`config.mk`:
```
export PLATFORM = sky130hd
export DESIGN_NAME = multicycle_control
export DESIGN_NICKNAME = d
export VERILOG_FILES = /design/src/rtl/multicycle_control_pkg.sv /design/src/rtl/multicycle_control_output_decode.sv /design/src/rtl/multicycle_control.sv
export SDC_FILE = /design/constraint.sdc
export NUM_CORES = 1
export LEC_CHECK = 0
export ABC_AREA = 1
export CORE_MARGIN = 2
export CORE_UTILIZATION = 45
export CTS_BUF_LIST = sky130_fd_sc_hd__clkbuf_16
export CTS_CLUSTER_DIAMETER = 60
export DETAILED_ROUTE_END_ITERATION = 8
export GPL_TIMING_DRIVEN = 1
export PLACE_DENSITY = 0.77
export SLEW_MARGIN = 15
export SYNTH_ARGS = -nofsm -noshare
export SYNTH_HDL_FRONTEND = slang
export SYNTH_SLANG_ARGS = --single-unit
```
`constraint.sdc`:
```
create_clock -name clk -period 1.78 [get_ports clk]
set_input_delay 0.356 -clock clk [delete_from_list [all_inputs] [get_ports clk]]
set_output_delay 0.356 -clock clk [all_outputs]
set_load 0.02 [all_outputs]
```
`src/rtl/multicycle_control_pkg.sv`:
```
`default_nettype none
// ============================================================================
// Module      : multicycle_control_pkg
// Description : Shared definitions for the multicycle MIPS control path:
//               FSM state codes, opcode constants, ALUOp codes (also used
//               by ALUControl) and the bundled control-word type.
// Revision    : 1.0 - initial release
// ============================================================================
package multicycle_control_pkg;

  typedef enum logic [3:0] {
    S_FETCH  = 4'd0,
    S_DECODE = 4'd1,
    S_MEMADR = 4'd2,
    S_MEMRD  = 4'd3,
    S_MEMWB  = 4'd4,
    S_MEMWR  = 4'd5,
    S_EXEC   = 4'd6,
    S_RCOMP  = 4'd7,
    S_BRANCH = 4'd8,
    S_JUMP   = 4'd9
  } state_t;

  localparam logic [5:0] c_OP_RTYPE = 6'b000000;
  localparam logic [5:0] c_OP_LW    = 6'b100011;
  localparam logic [5:0] c_OP_SW    = 6'b101011;
  localparam logic [5:0] c_OP_BEQ   = 6'b000100;
  localparam logic [5:0] c_OP_BNE   = 6'b000101;
  localparam logic [5:0] c_OP_J     = 6'b000010;

  localparam logic [1:0] c_ALUOP_ADD   = 2'b00;
  localparam logic [1:0] c_ALUOP_SUB   = 2'b01;
  localparam logic [1:0] c_ALUOP_FUNCT = 2'b10;

  typedef struct packed {
    logic       pc_write;
    logic       pc_write_cond;
    logic       i_or_d;
    logic       mem_read;
    logic       mem_write;
    logic       mem_to_reg;
    logic       ir_write;
    logic       alu_src_a;
    logic       reg_write;
    logic       reg_dst;
    logic [1:0] pc_source;
    logic [1:0] alu_src_b;
    logic [1:0] alu_op;
  } ctrl_t;

endpackage
`default_nettype wire

```
`src/rtl/multicycle_control_output_decode.sv`:
```
`default_nettype none
// ============================================================================
// Module      : mc_output_decode
// Description : Purely combinational Moore decode of the FSM state into the
//               datapath control word. mem_ready only qualifies the FETCH
//               writes of IR and PC.
// Ports       : state     - current FSM state
//               mem_ready - memory completes access this cycle
//               ctrl      - bundled control outputs
// Revision    : 1.0 - initial release
// ============================================================================
import multicycle_control_pkg::*;

module mc_output_decode (
  input  state_t state,
  input  logic   mem_ready,
  output ctrl_t  ctrl
);

  always_comb begin
    ctrl = '0;
    case (state)
      S_FETCH: begin
        ctrl.mem_read  = 1'b1;
        ctrl.alu_src_b = 2'b01;
        ctrl.alu_op    = c_ALUOP_ADD;
        ctrl.ir_write  = mem_ready;
        ctrl.pc_write  = mem_ready;
      end
      S_DECODE: begin
        ctrl.alu_src_b = 2'b11;
        ctrl.alu_op    = c_ALUOP_ADD;
      end
      S_MEMADR: begin
        ctrl.alu_src_a = 1'b1;
        ctrl.alu_src_b = 2'b10;
        ctrl.alu_op    = c_ALUOP_ADD;
      end
      S_MEMRD: begin
        ctrl.mem_read = 1'b1;
        ctrl.i_or_d   = 1'b1;
      end
      S_MEMWB: begin
        ctrl.reg_write  = 1'b1;
        ctrl.mem_to_reg = 1'b1;
      end
      S_MEMWR: begin
        ctrl.mem_write = 1'b1;
        ctrl.i_or_d    = 1'b1;
      end
      S_EXEC: begin
        ctrl.alu_src_a = 1'b1;
        ctrl.alu_op    = c_ALUOP_FUNCT;
      end
      S_RCOMP: begin
        ctrl.reg_write = 1'b1;
        ctrl.reg_dst   = 1'b1;
      end
      S_BRANCH: begin
        ctrl.alu_src_a     = 1'b1;
        ctrl.alu_op        = c_ALUOP_SUB;
        ctrl.pc_write_cond = 1'b1;
        ctrl.pc_source     = 2'b01;
      end
      S_JUMP: begin
        ctrl.pc_write  = 1'b1;
        ctrl.pc_source = 2'b10;
      end
      default: ctrl = '0;
    endcase
  end

endmodule
`default_nettype wire

```
`src/rtl/multicycle_control.sv`:
```
`default_nettype none
// ============================================================================
// Module      : multicycle_control
// Description : Multicycle MIPS main control FSM with retired-instruction
//               counter. Optional bne support via macro MC_BNE_EN.
// Ports       : clk, rst (sync, active high), opcode (IR[31:26]), mem_ready
//               control outputs PCWrite..RegDst, PCSource, ALUSrcB, ALUOp,
//               branch_ne, illegal_op, state (current), retired (count)
// Revision    : 1.0 - initial release
// ============================================================================
import multicycle_control_pkg::*;

module multicycle_control #(
  parameter int CNT_W = 16
) (
  input  logic             clk,
  input  logic             rst,
  input  logic [5:0]       opcode,
  input  logic             mem_ready,
  output logic             PCWrite,
  output logic             PCWriteCond,
  output logic             IorD,
  output logic             MemRead,
  output logic             MemWrite,
  output logic             MemtoReg,
  output logic             IRWrite,
  output logic             ALUSrcA,
  output logic             RegWrite,
  output logic             RegDst,
  output logic [1:0]       PCSource,
  output logic [1:0]       ALUSrcB,
  output logic [1:0]       ALUOp,
  output logic             branch_ne,
  output logic             illegal_op,
  output logic [3:0]       state,
  output logic [CNT_W-1:0] retired
);

  state_t           r_state;
  state_t           w_next;
  logic [5:0]       r_op;
  logic [CNT_W-1:0] r_retired;
  logic             w_retire;
  logic             w_illegal;
  ctrl_t            w_ctrl;
  ctrl_t            w_ctrl_g;

  always_ff @(posedge clk) begin
    if (rst) begin
      r_state   <= S_FETCH;
      r_retired <= '0;
      r_op      <= '0;
    end else begin
      r_state <= w_next;
      if (w_retire) r_retired <= r_retired + CNT_W'(1);
      // Keep the decoded opcode so MEMADR/BRANCH do not depend on IR later.
      if (r_state == S_DECODE) r_op <= opcode;
    end
  end

  always_comb begin
    w_next    = S_FETCH;
    w_retire  = 1'b0;
    w_illegal = 1'b0;
    case (r_state)
      S_FETCH:  w_next = mem_ready ? S_DECODE : S_FETCH;
      S_DECODE: begin
        case (opcode)
          c_OP_LW, c_OP_SW: w_next = S_MEMADR;
          c_OP_RTYPE:       w_next = S_EXEC;
          c_OP_BEQ:         w_next = S_BRANCH;
`ifdef MC_BNE_EN
          c_OP_BNE:         w_next = S_BRANCH;
`endif
          c_OP_J:           w_next = S_JUMP;
          default: begin
            w_next    = S_FETCH;
            w_illegal = 1'b1;
          end
        endcase
      end
      S_MEMADR: w_next = (r_op == c_OP_SW) ? S_MEMWR : S_MEMRD;
      S_MEMRD:  w_next = mem_ready ? S_MEMWB : S_MEMRD;
      S_MEMWB: begin
        w_next   = S_FETCH;
        w_retire = 1'b1;
      end
      S_MEMWR: begin
        w_next   = mem_ready ? S_FETCH : S_MEMWR;
        w_retire = mem_ready;
      end
      S_EXEC:   w_next = S_RCOMP;
      S_RCOMP, S_BRANCH, S_JUMP: begin
        w_next   = S_FETCH;
        w_retire = 1'b1;
      end
      default:  w_next = S_FETCH;
    endcase
  end

  mc_output_decode u_output_decode (
    .state     (r_state),
    .mem_ready (mem_ready),
    .ctrl      (w_ctrl)
  );

  // Outputs are squashed combinationally so they are quiet in the very
  // cycle reset is raised, not only after the next edge.
  assign w_ctrl_g = rst ? '0 : w_ctrl;

  assign PCWrite     = w_ctrl_g.pc_write;
  assign PCWriteCond = w_ctrl_g.pc_write_cond;
  assign IorD        = w_ctrl_g.i_or_d;
  assign MemRead     = w_ctrl_g.mem_read;
  assign MemWrite    = w_ctrl_g.mem_write;
  assign MemtoReg    = w_ctrl_g.mem_to_reg;
  assign IRWrite     = w_ctrl_g.ir_write;
  assign ALUSrcA     = w_ctrl_g.alu_src_a;
  assign RegWrite    = w_ctrl_g.reg_write;
  assign RegDst      = w_ctrl_g.reg_dst;
  assign PCSource    = w_ctrl_g.pc_source;
  assign ALUSrcB     = w_ctrl_g.alu_src_b;
  assign ALUOp       = w_ctrl_g.alu_op;

  assign illegal_op  = w_illegal & ~rst;

`ifdef MC_BNE_EN
  assign branch_ne   = (r_state == S_BRANCH) && (r_op == c_OP_BNE) && !rst;
`else
  assign branch_ne   = 1'b0;
`endif

  assign state   = r_state;
  assign retired = r_retired;

endmodule
`default_nettype wire

```
==> results_dict.tcl, run 1 <==
set metrics [dict create \
    status "complete, no violations" \
    hold_viol 0 \
    antenna_left 0 \
    place_ws_ps -535.6 \
    grt_max_degree 27 \
    min_path_type "in -> reg" \
    met1_length_um 2037 \
    drc 0 \
    syn_inst 248 \
    diodes 0 \
    cts-hold-fix-buffers 0 \
    route.met2.wl_um 2232 \
    cts_tree "built" \
    setup_slack_ps 22.27 \
    maxCapViolCount 0 \
    min_period_ps 1758 \
    wl_met3_um 240 \
    cts_root_buf "clkbuf_16" \
    die_w_um 63.33 \
    hpwl_um 3319 \
    powerDensity_nw_per_um2 523.0 \
    start_util 0.4710 \
    postCtsSetupBuffers 0 \
    ios 47 \
    setup_viol_count_final 0 \
    worstPathRequired_ps 1420 \
    worstSetupStartpointType "flop" \
    yosysSeqAreaShare 0.3286 \
    stdcell_count 374 \
    crit_fanout 5 \
    synthFlopType "dfxtp_1" \
    synth_area_um2 1584 \
    grt_antenna_before_repair 0 \
    grt_overflow 0 \
    grt_pass1_vias 1707 \
    reg2reg_slack_ps 160 \
    rsz0062_at_grt "true" \
    worst_setup_path_end_kind "output port" \
    vias 1899 \
    syn2layout_area_growth_pct 55.21 \
    report.final.slew_viol_count 0 \
    period_share 0.9875 \
    cts_buffers 3 \
    clock_path_buffers 2 \
    insertion_delay_ps 260 \
    arrival_ps 1400 \
    highest_layer "met4" \
    drtIter0Drc 80 \
    synthesis.nets 258 \
    synth-edff-count 0 \
    globalplace.congestion 0.8200 \
    placementRows 21 \
    ys_seq_elements 26 \
    drt_wl_total_um 4605 \
    p_leak_nw 1.105 \
    drive_gt1_frac 0.2622 \
    grt_first_pass_wirelength_um 7507 \
    ir_worst_vdd_mv 0.5403 \
    dp_cells 369 \
    clock_skew_ps 4.610 \
    ys_types 25 \
    htreeDepth 1 \
    core_um2 3363 \
    post_drt_wl_per_cell_um 12.31 \
    dr.pass1.iters 4 \
    clock_sinks 26 \
    grt_usage 0.2294 \
    clk_pin_slew_ps 60 \
    nets 339 \
    fmax_mhz 568.9 \
    portBuffers 45 \
    synth-async-reset-ratio 0 \
    path_class "reg -> out" \
    fp.dieH_um 63.33 \
    avgSynthCellArea_um2 6.387 \
    die_area_um2 4011 \
    viasPerCell 5.078 \
    utilization 0.7310 \
    ys_warn_count 0 \
]
## layout by cell type (no fill, tap or decap), types with 3 or more instances in the layout
cell type,instances
nand2_1,51
nand3_2,5
dfxtp_1,22
nor3_1,4
buf_2,10
nor2_1,48
nand3_4,3
nand4_1,10
o21ai_0,7
clkdlybuf4s50_1,20
inv_1,23
buf_4,38
a21oi_1,22
nor2_4,4
nor2_2,5
clkbuf_16,3
nand3_1,17
dlygate4sd2_1,3
dfxtp_2,3
dlymetal6s2s_1,6
## where the power goes
part	switching (mW)	internal, mW	total, mW
Clock	0.199	0.301	0.500
Sequential	0.00867	0.594	0.603
Combinational	0.0997	0.0837	0.183
## synthesized netlist by cell type (all sizes together) (2+ instances only)
master  instances  area [um^2]
inv            23        86.33
nand3          24        160.2
clkinv          2        7.510
nor3            5        25.02
nand4          10        62.56
nand2          53        198.9
a21oi          23        115.1
buf             3        30.03
nor2           57        234.0
dfxtp          26        520.5
o21ai          13        87.58
clkbuf          3        11.26
## per-layer routing
layer,vias to the layer above,global-route usage
met5,-,0
met4,0,0.07880
met3,10,0.04107
met2,52,0.3908
met1,865,0.2903
li1,972,-
## metrics by stage
stage | power (mW) | hold slack (ps) | setup TNS, ps | instance area [um^2]
finish | 1.286 | 471.9 | 0 | 2459
global route | 1.329 | 517.2 | -38.82 | 2459
CTS | 1.288 | 499.5 | -41.30 | 2419
detailed placement | 0.7962 | 485.6 | -5953 | 2346
global placement | 0.7931 | 467.8 | -5562 | 2346
floorplan | 0.6959 | 454.9 | -55.11 | 1597
## critical path, cell delays in order (launching register included)
cell	delay, ps
dfxtp_4	380
inv_1	70
nor2_4	140
nand2_2	100
clkinv_1	60
nand2_1	70
nor3_2	170
buf_4	160
## area by class of cell
class	count	area, um^2
fillers	298	904.6
flip-flops and latches	26	528.0
repair buffers	81	684.4
multi-input cells	192	1015
inverters	25	95.09
clock inverters	1	3.754
well taps	46	57.56
clock buffers	3	75.07
## registers in the layout, indices dropped and copies added (netlist names)
name and flops:
retired 16, state 4, r_op 6
## cells by family (layout without fill, tap and decap cells)
group           Yosys count  in the layout  share of synthesized area
xor+xnor                  1              1                   0.005530
buf+inv                  31            110                    0.08531
simple gates            151            152                     0.4384
compound gates           37             37                     0.1319
flops                    26             26                     0.3286
other cells               1              1                   0.002367
fa+ha+maj                 1              1                   0.007898
## repair_timing
action	in CTS	in global routing
resized for setup	74	34
cloned	0	1
pin swaps	0	6
endpoints found under the setup margin	18	23
## path summary, 6_finish.rpt
check                 start     endpoint  depth (start not counted)
setup / recovery   state[0]   illegal_op                          7
setup reg to reg   state[1]  retired[13]                          8
hold reg to reg     r_op[0]      r_op[0]                          2
hold / removal    opcode[0]      r_op[0]                          3
Note: power is estimated with default switching activity, not from simulation.
==> inputs of run 2 (changes only) <==
Settings changed: ABC_AREA 1 to unset, CELL_PAD_IN_SITES_DETAIL_PLACEMENT set to 0, CELL_PAD_IN_SITES_GLOBAL_PLACEMENT set to 1, CORE_UTILIZATION 45 to 33, PLACE_DENSITY 0.77 to unset, PLACE_DENSITY_LB_ADDON set to 0.1.
==> run 2 against run 1 <==
Against the previous run:
- the flow now finishes with violations (setup timing)
- non-clock buffer count increased by 7
- worst hold slack got worse by 130 ps
- sequential power decreased by 1%
- highest routed layer unchanged
- power grew 5.9%
- synthesized cell count down 23%
- core utilization fell by 16 points
- clock power is 18% higher
- critical path depth decreased by 1
==> results_dict.tcl, run 2 <==
set metrics [dict create \
    ios 47 \
    synth_area_um2 1489 \
    status "finished, violations left" \
    globalplace.congestion 0.8069 \
    final_area_um2 2475 \
    die_w_um 71.17 \
    ir_worst_vdd_mv 0.3836 \
    setup_slack_ps -40.72 \
    setup.worst_path.start "state[1]" \
    min_period_ps 1821 \
    diodes 0 \
    clk_pin_slew_ps 60 \
    stdcell_count 322 \
    fmax_mhz 549.2 \
    nets 281 \
    setup_viol_count_final 2 \
    grt_overflow 0 \
    avgSynthCellArea_um2 7.795 \
    powerDensity_nw_per_um2 550.1 \
    grt_max_degree 21 \
    grt_first_pass_wirelength_um 7127 \
    cts-hold-fix-buffers 0 \
    grt_usage 0.1695 \
    grt_antenna_before_repair 0 \
    hp-start "opcode[3]" \
    drt_wl_total_um 4567 \
    synthesis.nets 201 \
    clock_sinks 26 \
    synth_area_leaders "dfxtp_1 35%, a21oi_1 6.7%, nand2_1 5.5%, o21ai_0 4.4%, or3_1 3.8%" \
    drive_gt1_frac 0.3815 \
    arrival_ps 2020 \
    synthFlopType "dfxtp_1" \
    clock_skew_ps 1.658 \
    report.final.slew_viol_count 0 \
    ys_seq_elements 26 \
    synth-async-reset-ratio 0 \
    p_leak_nw 0.9545 \
    rsz0062_at_grt "true" \
    die_area_um2 5065 \
    period_share 1.023 \
    portBuffers 45 \
    insertion_delay_ps 250 \
    hold_viol 0 \
    drtIter0Drc 55 \
    synth_most_common_cell "dfxtp_1" \
    min_path_type "in -> reg" \
    worstPathRequired_ps 1980 \
    htreeDepth 1 \
    crit_fanout 6 \
    yosysSeqAreaShare 0.3496 \
    path_class "reg -> reg" \
    clock_path_buffers 2 \
    final_common_cell "buf_4" \
    maxCapViolCount 0 \
    yosysTopAreaCell "dfxtp_1" \
    dp_cells 310 \
    worstSetupStartpointType "flop" \
    cts_root_buf "clkbuf_16" \
    rr_startpoint "state[1]" \
    antenna_left 0 \
    grt_pass1_vias 1610 \
    viasPerCell 5.270 \
    core_um2 4354 \
    drc 0 \
    cts_buffers 3 \
    largest_register_ff_count 16 \
    vias 1697 \
    placementRows 24 \
    fill_cells 379 \
    post_dp_cell_area_um2 2242 \
    place_ws_ps -757.2 \
    synth_common_cells "26 x dfxtp_1, 22 x nand2_1, 20 x a21oi_1" \
    violations "setup timing" \
    fp.dieH_um 71.17 \
    ys_types 42 \
    worst_setup_path_end_kind "flop" \
    final_cell_mix "40 x buf_4, 22 x dfxtp_1, 20 x nand2_1, 20 x clkdlybuf4s50_1, 15 x a21oi_1" \
    finalPower_mw 1.361 \
    cts_tree "built" \
    synth-edff-count 0 \
    hold_slack_ps 344.9 \
    start_util 0.3420 \
    syn2layout_area_growth_pct 66.22 \
    ys_warn_count 0 \
    hpwl_um 3334 \
    syn_inst 191 \
    post_drt_wl_per_cell_um 14.18 \
    dr.pass1.iters 4 \
    synth_top_area_share 0.3496 \
]
==> run 2: cell types whose count changed in the layout (fill, tap and decap cells not counted), sizes merged, moves of 5 or more <==
cell,previous run,this run
nor2,57,10
buf,51,56
or4,0,5
nand2b,0,5
nand2,53,22
or3,0,9
clkbuf,4,9
nand3,25,6
nand4,10,5
inv,23,2
o21a,0,5
==> run 2: logic make-up after synthesis <==
group | after synthesis | share of synthesized area
mux | 1 | 0.006723
flops | 26 | 0.3496
buf+inv | 16 | 0.05797
fa+ha+maj | 1 | 0.008402
xor+xnor | 4 | 0.02353
compound gates | 49 | 0.2025
simple gates | 93 | 0.3487
other cells | 1 | 0.002519
==> run 2: final timing paths <==
check,to,slack (ps),cells past startpoint
max reg2reg,retired[13],-40,6
min reg2reg,r_op[0],460,2
max,retired[13],-40,6
min,r_op[3],340,3
==> run 2: what timing repair did <==
action	4_1_cts	5_1_grt
setup endpoints to repair	33	29
pin swaps	9	24
cloned	2	0
resized for setup	85	38
setup buffers	1	5
==> run 2: worst max-delay path: stages (launching register included) <==
cell     delay (ps)
dfxtp_4         360
buf_6           120
nor2b_4         130
o41a_4          470
buf_4           160
or4_1           450
nand2_1          70
==> run 2: metrics by stage <==
step / TNS, ps / util
finish: -77.26 / 0.5684
global route: -292.0 / 0.5684
CTS: -283.9 / 0.5437
detailed placement: -14850 / 0.5149
global placement: -13960 / 0.5149
floorplan: -1.880 / -
==> run 2: power by group <==
part           switching (mW)  leakage, nW  internal (mW)
Clock                   0.197       0.0493          0.390
Combinational          0.0918        0.692         0.0871
Sequential            0.00895        0.213          0.586
Total                   0.298        0.954           1.06
==> run 2: layout make-up <==
cell class              instances  area [um^2]  share of cell area
inverters                       2        7.507            0.003033
repair buffers                 88        726.9              0.2937
flip-flops and latches         26        535.5              0.2164
clock buffers                   4        100.1             0.04044
well taps                      52        65.06             0.02629
multi-input cells             150         1040              0.4201
==> run 2: layer usage <==
| layer | track usage | vias up | wire [um] |
|---|---|---|---|
| met5 | 0 | - | 0 |
| met4 | 0.05241 | 0 | 40 |
| met3 | 0.01567 | 4 | 131 |
| met2 | 0.3200 | 27 | 2406 |
| met1 | 0.1996 | 807 | 1989 |
| li1 | - | 859 | - |
